$ cat src/rtl/frame_rr_arbiter_if.sv
// Frame-stream bundle between N_PORT sources and the round-robin frame arbiter.
// master: sources and downstream consumer; slave: the arbiter itself.
interface frame_rr_arbiter_if #(
   parameter int N_PORT = 4,
   parameter int DW     = 32,
   parameter int ID_W   = 2,
   parameter int CNT_W  = 16
);
   logic [N_PORT-1:0]    i_req;
   logic [N_PORT-1:0]    o_gnt;
   logic [N_PORT-1:0]    i_sop;
   logic [N_PORT-1:0]    i_vld;
   logic [N_PORT-1:0]    i_eop;
   logic [N_PORT*DW-1:0] i_data;
   logic                 o_sop;
   logic                 o_vld;
   logic                 o_eop;
   logic [DW-1:0]        o_data;
   logic [ID_W-1:0]      o_owner;
   logic                 o_busy;
   logic [CNT_W-1:0]     o_frame_cnt;
   logic                 o_tmo;

   modport master (
      output i_req, i_sop, i_vld, i_eop, i_data,
      input  o_gnt, o_sop, o_vld, o_eop, o_data, o_owner, o_busy, o_frame_cnt, o_tmo
   );

   modport slave (
      input  i_req, i_sop, i_vld, i_eop, i_data,
      output o_gnt, o_sop, o_vld, o_eop, o_data, o_owner, o_busy, o_frame_cnt, o_tmo
   );
endinterface

$ cat src/rtl/frame_rr_arbiter.sv
// Frame-granular round-robin share of one sop/vld/eop/data stream; FRAME_ARB_TIMEOUT_EN adds a BUSY watchdog.
// Grant 1 cycle after request, data forwarded at 1-cycle latency; no back-pressure, non-owner beats are dropped.
module frame_rr_arbiter #(
   parameter int N_PORT  = 4,
   parameter int DW      = 32,
   parameter int ID_W    = 2,
   parameter int CNT_W   = 16,
   parameter int TMO_CYC = 256
) (
   input logic               clk,
   input logic               rst,
   frame_rr_arbiter_if.slave bus
);
   localparam logic [0:0]        ST_IDLE = 1'b0;
   localparam logic [0:0]        ST_BUSY = 1'b1;
   localparam logic [N_PORT-1:0] ONE_HOT = N_PORT'(1);

   if (ID_W != $clog2(N_PORT)) begin : g_bad_id_w
      $error("frame_rr_arbiter: ID_W must equal clog2(N_PORT)");
   end
   if (N_PORT < 2 || N_PORT > 16 || TMO_CYC < 2) begin : g_bad_range
      $error("frame_rr_arbiter: N_PORT must be 2..16 and TMO_CYC at least 2");
   end

   logic [0:0]        state;
   logic [ID_W-1:0]   rr_ptr;
   logic [ID_W-1:0]   owner;
   logic [N_PORT-1:0] gnt;
   logic              busy;
   logic              out_sop;
   logic              out_vld;
   logic              out_eop;
   logic [DW-1:0]     out_data;
   logic [CNT_W-1:0]  frame_cnt;

   logic [DW-1:0]     port_data [N_PORT];
   logic              own_sop;
   logic              own_vld;
   logic              own_eop;
   logic [DW-1:0]     own_data;

   logic [ID_W:0]     cand;
   logic              sel_found;
   logic [ID_W-1:0]   sel_idx;
   logic [ID_W-1:0]   ptr_next;

   for (genvar k = 0; k < N_PORT; k++) begin : g_unpack
      assign port_data[k] = bus.i_data[k*DW +: DW];
   end

   assign own_sop  = bus.i_sop[owner];
   assign own_vld  = bus.i_vld[owner];
   assign own_eop  = bus.i_eop[owner];
   assign own_data = port_data[owner];

   // First requester at or above rr_ptr, wrapping modulo N_PORT.
   always_comb begin
      sel_found = 1'b0;
      sel_idx   = '0;
      cand      = '0;
      for (int i = 0; i < N_PORT; i++) begin
         cand = {1'b0, rr_ptr} + (ID_W+1)'(i);
         if (cand >= (ID_W+1)'(N_PORT)) begin
            cand = cand - (ID_W+1)'(N_PORT);
         end
         if (!sel_found && bus.i_req[cand[ID_W-1:0]]) begin
            sel_found = 1'b1;
            sel_idx   = cand[ID_W-1:0];
         end
      end
   end

   assign ptr_next = (sel_idx == ID_W'(N_PORT-1)) ? '0 : sel_idx + ID_W'(1);

`ifdef FRAME_ARB_TIMEOUT_EN
   localparam int TMO_W = $clog2(TMO_CYC + 1);

   logic [TMO_W-1:0] tmo_cnt;
   logic             tmo;
   logic             tmo_hit;

   // Fires on the TMO_CYC-th BUSY cycle counted from the grant.
   assign tmo_hit   = (tmo_cnt == TMO_W'(TMO_CYC - 1));
   assign bus.o_tmo = tmo;
`else
   assign bus.o_tmo = 1'b0;
`endif

   always_ff @(posedge clk) begin
      if (rst) begin
         state     <= ST_IDLE;
         rr_ptr    <= '0;
         owner     <= '0;
         gnt       <= '0;
         busy      <= 1'b0;
         out_sop   <= 1'b0;
         out_vld   <= 1'b0;
         out_eop   <= 1'b0;
         out_data  <= '0;
         frame_cnt <= '0;
`ifdef FRAME_ARB_TIMEOUT_EN
         tmo_cnt   <= '0;
         tmo       <= 1'b0;
`endif
      end else begin
         gnt <= '0;
`ifdef FRAME_ARB_TIMEOUT_EN
         tmo <= 1'b0;
`endif
         case (state)
            ST_IDLE: begin
               out_sop  <= 1'b0;
               out_vld  <= 1'b0;
               out_eop  <= 1'b0;
               out_data <= '0;
               // busy stays up across back-to-back frames, drops one cycle after eop otherwise
               busy     <= sel_found;
               if (sel_found) begin
                  owner  <= sel_idx;
                  gnt    <= ONE_HOT << sel_idx;
                  rr_ptr <= ptr_next;
                  state  <= ST_BUSY;
`ifdef FRAME_ARB_TIMEOUT_EN
                  tmo_cnt <= '0;
`endif
               end
            end
            ST_BUSY: begin
               out_sop  <= own_vld & own_sop;
               out_vld  <= own_vld;
               out_eop  <= own_vld & own_eop;
               out_data <= own_vld ? own_data : '0;
               if (own_vld & own_eop) begin
                  frame_cnt <= frame_cnt + CNT_W'(1);
                  state     <= ST_IDLE;
               end
`ifdef FRAME_ARB_TIMEOUT_EN
               else if (tmo_hit) begin
                  // Close the frame downstream with an empty eop beat; not counted as a frame.
                  tmo      <= 1'b1;
                  out_sop  <= 1'b0;
                  out_vld  <= 1'b1;
                  out_eop  <= 1'b1;
                  out_data <= '0;
                  state    <= ST_IDLE;
               end else begin
                  tmo_cnt <= tmo_cnt + TMO_W'(1);
               end
`endif
            end
            default: begin
               state <= ST_IDLE;
            end
         endcase
      end
   end

   assign bus.o_gnt       = gnt;
   assign bus.o_sop       = out_sop;
   assign bus.o_vld       = out_vld;
   assign bus.o_eop       = out_eop;
   assign bus.o_data      = out_data;
   assign bus.o_owner     = owner;
   assign bus.o_busy      = busy;
   assign bus.o_frame_cnt = frame_cnt;
endmodule

$ cat src/flat_wrapper.sv
// flat-port wrapper written by rule: the top's interface ports become plain ports
module frame_rr_arbiter_flat 
#(
   parameter int N_PORT  = 4,
   parameter int DW      = 32,
   parameter int ID_W    = 2,
   parameter int CNT_W   = 16,
   parameter int TMO_CYC = 256
)
  (clk, rst, bus_i_req, bus_i_sop, bus_i_vld, bus_i_eop, bus_i_data, bus_o_gnt, bus_o_sop, bus_o_vld, bus_o_eop, bus_o_data, bus_o_owner, bus_o_busy, bus_o_frame_cnt, bus_o_tmo);
  frame_rr_arbiter_if #(.N_PORT(N_PORT), .DW(DW), .ID_W(ID_W), .CNT_W(CNT_W)) bus_i ();
  input logic clk;
  input logic rst;
  input wire logic [$bits(bus_i.i_req)-1:0] bus_i_req;
  input wire logic [$bits(bus_i.i_sop)-1:0] bus_i_sop;
  input wire logic [$bits(bus_i.i_vld)-1:0] bus_i_vld;
  input wire logic [$bits(bus_i.i_eop)-1:0] bus_i_eop;
  input wire logic [$bits(bus_i.i_data)-1:0] bus_i_data;
  output wire logic [$bits(bus_i.o_gnt)-1:0] bus_o_gnt;
  output wire logic [$bits(bus_i.o_sop)-1:0] bus_o_sop;
  output wire logic [$bits(bus_i.o_vld)-1:0] bus_o_vld;
  output wire logic [$bits(bus_i.o_eop)-1:0] bus_o_eop;
  output wire logic [$bits(bus_i.o_data)-1:0] bus_o_data;
  output wire logic [$bits(bus_i.o_owner)-1:0] bus_o_owner;
  output wire logic [$bits(bus_i.o_busy)-1:0] bus_o_busy;
  output wire logic [$bits(bus_i.o_frame_cnt)-1:0] bus_o_frame_cnt;
  output wire logic [$bits(bus_i.o_tmo)-1:0] bus_o_tmo;
  assign bus_i.i_req = bus_i_req;
  assign bus_i.i_sop = bus_i_sop;
  assign bus_i.i_vld = bus_i_vld;
  assign bus_i.i_eop = bus_i_eop;
  assign bus_i.i_data = bus_i_data;
  assign bus_o_gnt = bus_i.o_gnt;
  assign bus_o_sop = bus_i.o_sop;
  assign bus_o_vld = bus_i.o_vld;
  assign bus_o_eop = bus_i.o_eop;
  assign bus_o_data = bus_i.o_data;
  assign bus_o_owner = bus_i.o_owner;
  assign bus_o_busy = bus_i.o_busy;
  assign bus_o_frame_cnt = bus_i.o_frame_cnt;
  assign bus_o_tmo = bus_i.o_tmo;
  frame_rr_arbiter #(.N_PORT(N_PORT), .DW(DW), .ID_W(ID_W), .CNT_W(CNT_W), .TMO_CYC(TMO_CYC)) u_core (.clk(clk), .rst(rst), .bus(bus_i));
endmodule
$ cat config.mk
export PLATFORM = sky130hd
export DESIGN_NAME = frame_rr_arbiter_flat
export DESIGN_NICKNAME = d
export VERILOG_FILES = /design/src/rtl/frame_rr_arbiter_if.sv /design/src/rtl/frame_rr_arbiter.sv /design/src/flat_wrapper.sv
export SDC_FILE = /design/constraint.sdc
export NUM_CORES = 1
export LEC_CHECK = 0
export ABC_AREA = 1
export CAP_MARGIN = 20
export CORE_UTILIZATION = 30
export CTS_CLUSTER_SIZE = 25
export DETAILED_ROUTE_END_ITERATION = 10
export PLACE_DENSITY_LB_ADDON = 0.2
export SYNTH_ARGS = -nofsm -noshare
export SYNTH_HDL_FRONTEND = slang
export SYNTH_SLANG_ARGS = --single-unit
$ cat constraint.sdc
create_clock -name clk -period 1.8 [get_ports clk]
set_input_delay 0.54 -clock clk [delete_from_list [all_inputs] [get_ports clk]]
set_output_delay 0.54 -clock clk [all_outputs]
set_load 0.01 [all_outputs]
Word-level counts from Yosys, hierarchy flattened:

Cells that the tools add are included.

* register bits after elaboration: 61
* output and inout port bits: 59
* bits of input ports: 146
* word-level logic and storage cells: 83

* $lt $le $gt $ge: 10
* bitwise operators: 5
* add/subtract/negate cells: 9
* equal/unequal tests: 1
* shift operators: 1
* reductions and logical operators: 9
* mux-type cells: 38

Operators by type and width (count)
* 2-to-1 mux 32 bit: 3
* binary-select mux 32 bit (select 2 bit): 1
* case mux 32 bit (2 select lines): 1
* 2-to-1 mux 2 bit: 9
* adder 16 x 1 -> 16 bit (second input constant): 1
* less-than comparator 2 x 3 -> 1 bit (second input constant): 5
* binary-select mux 1 bit (select 2 bit): 7
* 2-to-1 mux 1 bit: 13
* greater-or-equal comparator 3 bit (second input constant): 4
* case mux 1 bit (2 select lines): 4
* subtractor 2 x 1 -> 2 bit (second input constant): 4
* adder 2 x 2 -> 3 bit (second input constant): 2
* AND reduction 2 bit: 2
* << shifter 1 x 2 -> 4 bit (first input constant): 1
* adder 2 x 1 -> 3 bit (second input constant): 1
* greater-or-equal comparator 2 x 3 -> 1 bit (second input constant): 1
* logical AND 1 bit: 3
* zero test 1 bit: 3
* inverter 2 -> 3 bit: 1
* OR reduction 3 bit: 1
* adder 2 x 1 -> 2 bit (second input constant): 1
* bitwise AND 1 bit: 2
* equality test 2 bit (second input constant): 1
* inverter 1 bit: 2

Longest topological paths before layout:

* word-level depth: 16
* gate-level depth with buffers: 14
* gate-level depth less buffers: 14

Least setup slack after synthesis:

Ideal clock, no wire load.

* path kind: input to register
* from: input bus_i_req[3]
* to: register u_core.rr_ptr[1]
* arrival: 1.620 ns
* path slack: 0.063 ns
* setup time: 0.117 ns
* stages: 11
* path buffers: 0
* data required time: 1.683 ns
* path through: inv_1 nand2_2 nand3_1 nand2_1 nor2_2 nand3_2 nand3_2 inv_2 ha_1 nand2_1 o21ai_1

* cells in the longest elaborated chain, start to end: 14
* elaborated cells between the ends (all ways): 26
* those cells by class: add/sub: 1; eq/ne: 1; mux: 17; reduce/logical: 7

RTL lines
* start: declaration: line flat_wrapper.sv:14 `input wire logic [$bits(bus_i.i_req)-1:0] bus_i_req;`
* binary-select mux 1 bit (select 2 bit): line frame_rr_arbiter.sv:66 `if (!sel_found && bus.i_req[cand[ID_W-1:0]]) begin`
* 2-to-1 mux 1 bit (implied by the code): line frame_rr_arbiter.sv:66
* 2-to-1 mux 1 bit: line frame_rr_arbiter.sv:66
* zero test 1 bit: line frame_rr_arbiter.sv:66
* logical AND 1 bit: line frame_rr_arbiter.sv:66
* 2-to-1 mux 1 bit: line frame_rr_arbiter.sv:66
* zero test 1 bit: line frame_rr_arbiter.sv:66
* logical AND 1 bit: line frame_rr_arbiter.sv:66
* 2-to-1 mux 1 bit: line frame_rr_arbiter.sv:66
* zero test 1 bit: line frame_rr_arbiter.sv:66
* logical AND 1 bit: line frame_rr_arbiter.sv:66
* 2-to-1 mux 2 bit *: line frame_rr_arbiter.sv:66
* net u_core.sel_idx[0]: line frame_rr_arbiter.sv:44 `logic [ID_W-1:0] sel_idx;`
* adder 2 x 1 -> 2 bit or equality test 2 bit (tied branches): line frame_rr_arbiter.sv:73 `assign ptr_next = (sel_idx == ID_W'(N_PORT-1)) ? '0 : sel_idx + ID_W'(1);`
* 2-to-1 mux 2 bit *: line frame_rr_arbiter.sv:73
* net u_core.ptr_next[1]: line frame_rr_arbiter.sv:45 `logic [ID_W-1:0] ptr_next;`
* end signal: assignment: line frame_rr_arbiter.sv:121 `rr_ptr <= ptr_next;`
* end: declaration: line frame_rr_arbiter.sv:26 `logic [ID_W-1:0] rr_ptr;`

The timed path passes the listed nets; every way through them passes the cells marked *. The select of a mux whose other input is x is not followed.
A chain may end at the register's enable or synchronous reset.

Worst setup path after layout:

* from: register u_core.out_data[31] (netlist: u_core.bus.o_data[31])
* to: output bus_o_data[31]

RTL lines
* start: declaration: line frame_rr_arbiter.sv:33 `logic [DW-1:0] out_data;`
* start signal: assignment: line frame_rr_arbiter.sv:132 `out_data <= own_vld ? own_data : '0;`
* end: declaration: line flat_wrapper.sv:23 `output wire logic [$bits(bus_i.o_data)-1:0] bus_o_data;`

No word-level cell between the ends.

==> impl_metrics.sql <==
INSERT INTO impl_metrics (metric_group, metric, value, unit) VALUES
('cells_and_area', 'drive_gt1_share', '16.2', '%'),
('global_routing', 'initial_antenna_violation_count', '0', ''),
('setup_path', 'critical_path_class', 'flop to output pin', ''),
('sta', 'report.final.slew_viol_count', '0', ''),
('setup_path', 'timing.rr.start', 'u_core.rr_ptr[0]', ''),
('cts', 'tritoncts', 'built', ''),
('detailed_routing', 'drc', '0', ''),
('setup_path', 'startpoint_type', 'flop', ''),
('setup_path', 'arrival', '1.21', 'ns'),
('cts', 'postCtsHoldBufs', '0', ''),
('die', 'core_region_area', '0.0115', 'mm²'),
('die', 'die_h', '111', 'µm'),
('global_routing', 'grt_pass1_wl', '20100', 'µm'),
('setup_path', 'critPathCaptureType', 'output pin', ''),
('setup_path', 'crit_path_cell_trace', 'clkdlybuf4s50_1', ''),
('yosys', 'seq_area_frac_synth', '34.4', '%'),
('cts', 'postCtsSetupRepairBufs', '0', ''),
('cells_and_area', 'most_frequent_cells_in_the_layout', '181 x sky130_fd_sc_hd__clkdlybuf4s50_1, 156 x sky130_fd_sc_hd__nor2_1, 72 x sky130_fd_sc_hd__nand2_1', ''),
('cells_and_area', 'layout_commonest_cell', 'sky130_fd_sc_hd__clkdlybuf4s50_1', ''),
('sta', 'fin_crit_sh', '97.3', '%'),
('cts', 'clockBufferDepth', '2', ''),
('cts', 'cts-buffers-inserted', '9', ''),
('power', 'ir_worst_vdd', '0.000657', 'V'),
('hold_path', 'min_delay_path_depth', '2', ''),
('power', 'leakage', '0.00250', 'µW'),
('detailed_routing', 'vias', '4268', ''),
('setup_path', 'critPathSlowestCell', 'sky130_fd_sc_hd__clkdlybuf4s50_1', ''),
('power', 'power.share.switching', '39.8', '%'),
('cells_and_area', 'post-route-cell-area', '0.00617', 'mm²'),
('setup_path', 'crit_path_max_fanout', '1', ''),
('yosys', 'synthCells', '542', ''),
('detailed_routing', 'postRouteAntennaNets', '0', ''),
('place', 'port_buffers', '203', ''),
('setup_path', 'setup.reg_to_reg.worst_slack', '0.14', 'ns'),
('job', 'drv.max_cap_violation_count', '0', ''),
('yosys', 'synth.top_cells.by_area', 'sky130_fd_sc_hd__dfxtp_1 34%, sky130_fd_sc_hd__nor2_1 17%, sky130_fd_sc_hd__o21ai_0 9.7%', ''),
('detailed_routing', 'detail_route.wirelength', '12500', 'µm'),
('die', 'floorplan.io_pins', '205', ''),
('cts', 'clk_pin_slew', '0.06', 'ns'),
('die', 'floorplan.die.width', '111', 'µm'),
('yosys', 'postSynthRegisterBits', '61', ''),
('setup_path', 'path_delay_family', 'buffers and inverters', ''),
('yosys', 'synthesized_area_divided_by_synthesized_cell_count', '6.55', 'µm²'),
('global_routing', 'grt_start_max_net_pins', '46', ''),
('yosys', 'synth_largest_area_cell', 'sky130_fd_sc_hd__dfxtp_1', ''),
('sta', 'finalSetupViolations', '0', ''),
('cts', 'cts_num_sinks', '61', ''),
('sta', 'final_critical_path_required_period', '1.75', 'ns'),
('setup_path', 'rr_endpoint', 'u_core.rr_ptr[1]', ''),
('setup_path', 'worst_path_largest_cell_delay', '0.55', 'ns'),
('global_routing', 'globalRouteOverflowTotal', '0', ''),
('detailed_routing', 'drt_pass1_iterations', '4', ''),
('place', 'dpl-instance-area', '0.00578', 'mm²'),
('detailed_routing', 'vias_per_cell', '4.75', ''),
('yosys', 'synthDistinctLibCells', '32', ''),
('place', 'finalWeightedCongestion', '0.876', ''),
('cts', 'clk_latency', '0.33', 'ns'),
('sta', 'timing.setup.tns', '0', 'ns'),
('outcome', 'outcome', 'complete, no violations', ''),
('die', 'initial_utilization', '30.9', '%'),
('power', 'power_frac_clock', '26.7', '%'),
('setup_path', 'setup.worst_path.start', 'u_core.bus.o_data[31]', ''),
('power', 'power.switching', '3050', 'µW'),
('cts', 'clock_tree_root', 'sky130_fd_sc_hd__clkbuf_16', ''),
('power', 'p_comb_share', '50.0', '%'),
('setup_path', 'cp_data_required_time', '1.26', 'ns'),
('die', 'floorplan_row_count', '39', ''),
('setup_path', 'worst-path-buf-inv', '1', ''),
('cells_and_area', 'area_delta_synth_final', '74.0', '%'),
('hold_path', 'hold_start', 'u_core.bus.o_frame_cnt[15]', ''),
('cells_and_area', 'numnets_final', '898', '');
stage by stage:
stage	setup WS, ns	hold slack (ns)	cells	power, µW	util, %
2_1_floorplan	0.0633	0.506	542	4120	-
5_1_grt	-0.00387	0.526	898	8200	53.8
6_report	0.0490	0.500	898	7650	53.8
4_1_cts	0.0207	0.505	898	7670	53.6
3_5_place_dp	-0.460	0.495	882	5560	50.4
3_3_place_gp	-0.347	0.486	882	5490	50.4
what timing repair did:
action                                  in CTS  in global routing
gates resized for setup                     48                 10
endpoints found under the setup margin      25                  9
pin swaps                                    7                  3
cells in the mapped netlist (all sizes together):
library cell / number
a21oi: 48
a31oi: 1
buf: 14
clkbuf: 16
clkinv: 3
conb: 1
dfxtp: 61
ha: 2
inv: 29
nand2: 88
nand3: 27
nand4: 1
nor2: 159
nor3: 6
o21ai: 76
o21bai: 1
xnor2: 5
xor2: 4
how the worst max path moves through the flow:
stage	endpoint	slack (ns)
after global routing	u_core.rr_ptr[1]	-0.004
final	bus_o_data[31]	0.05
after floorplan	u_core.rr_ptr[1]	0.06
after global placement	u_core.rr_ptr[1]	-0.35
after CTS	bus_o_data[31]	0.02
after detailed placement	u_core.rr_ptr[1]	-0.46
power by group through the flow:
| stage | logic, µW | clock network [µW] | registers [µW] |
|---|---|---|---|
| after floorplan | 2290 | 0 | 1830 |
| after global placement | 3700 | 0 | 1790 |
| after detailed placement | 3770 | 0 | 1790 |
| after CTS | 3810 | 2080 | 1780 |
| after global routing | 4230 | 2150 | 1810 |
| final | 3830 | 2040 | 1780 |
sequential cells by signal (all words and copies together), names as in the netlist:
register / count
u_core.bus.o_vld: 1
u_core.state: 1
u_core.bus.o_data: 32
u_core.bus.o_owner: 2
u_core.rr_ptr: 2
u_core.bus.o_frame_cnt: 16
u_core.bus.o_eop: 1
u_core.bus.o_busy: 1
u_core.bus.o_sop: 1
u_core.bus.o_gnt: 4
cells by family after synthesis:
family | Yosys count | synth area share (%)
AOI/OAI and AO/OA | 126 | 21.3
xor gates and xnor gates | 9 | 2.22
adders and majority gates | 2 | 0.705
buffers and inverters | 62 | 8.57
DFF | 61 | 34.4
other | 1 | 0.106
and+or+nand+nor | 281 | 32.7
routing by layer:
metal  track usage [%]  wire [µm]  share of wire [%]
met1              23.5       5050                 40
met2              35.3       6250                 50
met3              5.30        865                6.9
met4              9.96        366                2.9
met5                 0          0                  0
cell type report:
type	instances	area, µm²
fill	1113	5290
clock buffer	10	239
clock inverter	6	110
multi-input combinational	419	2070
timing repair buffer	227	2200
sequential	61	1250
inverter	32	133
tap	143	179
No activity file was read; power rests on OpenSTA's default activity.
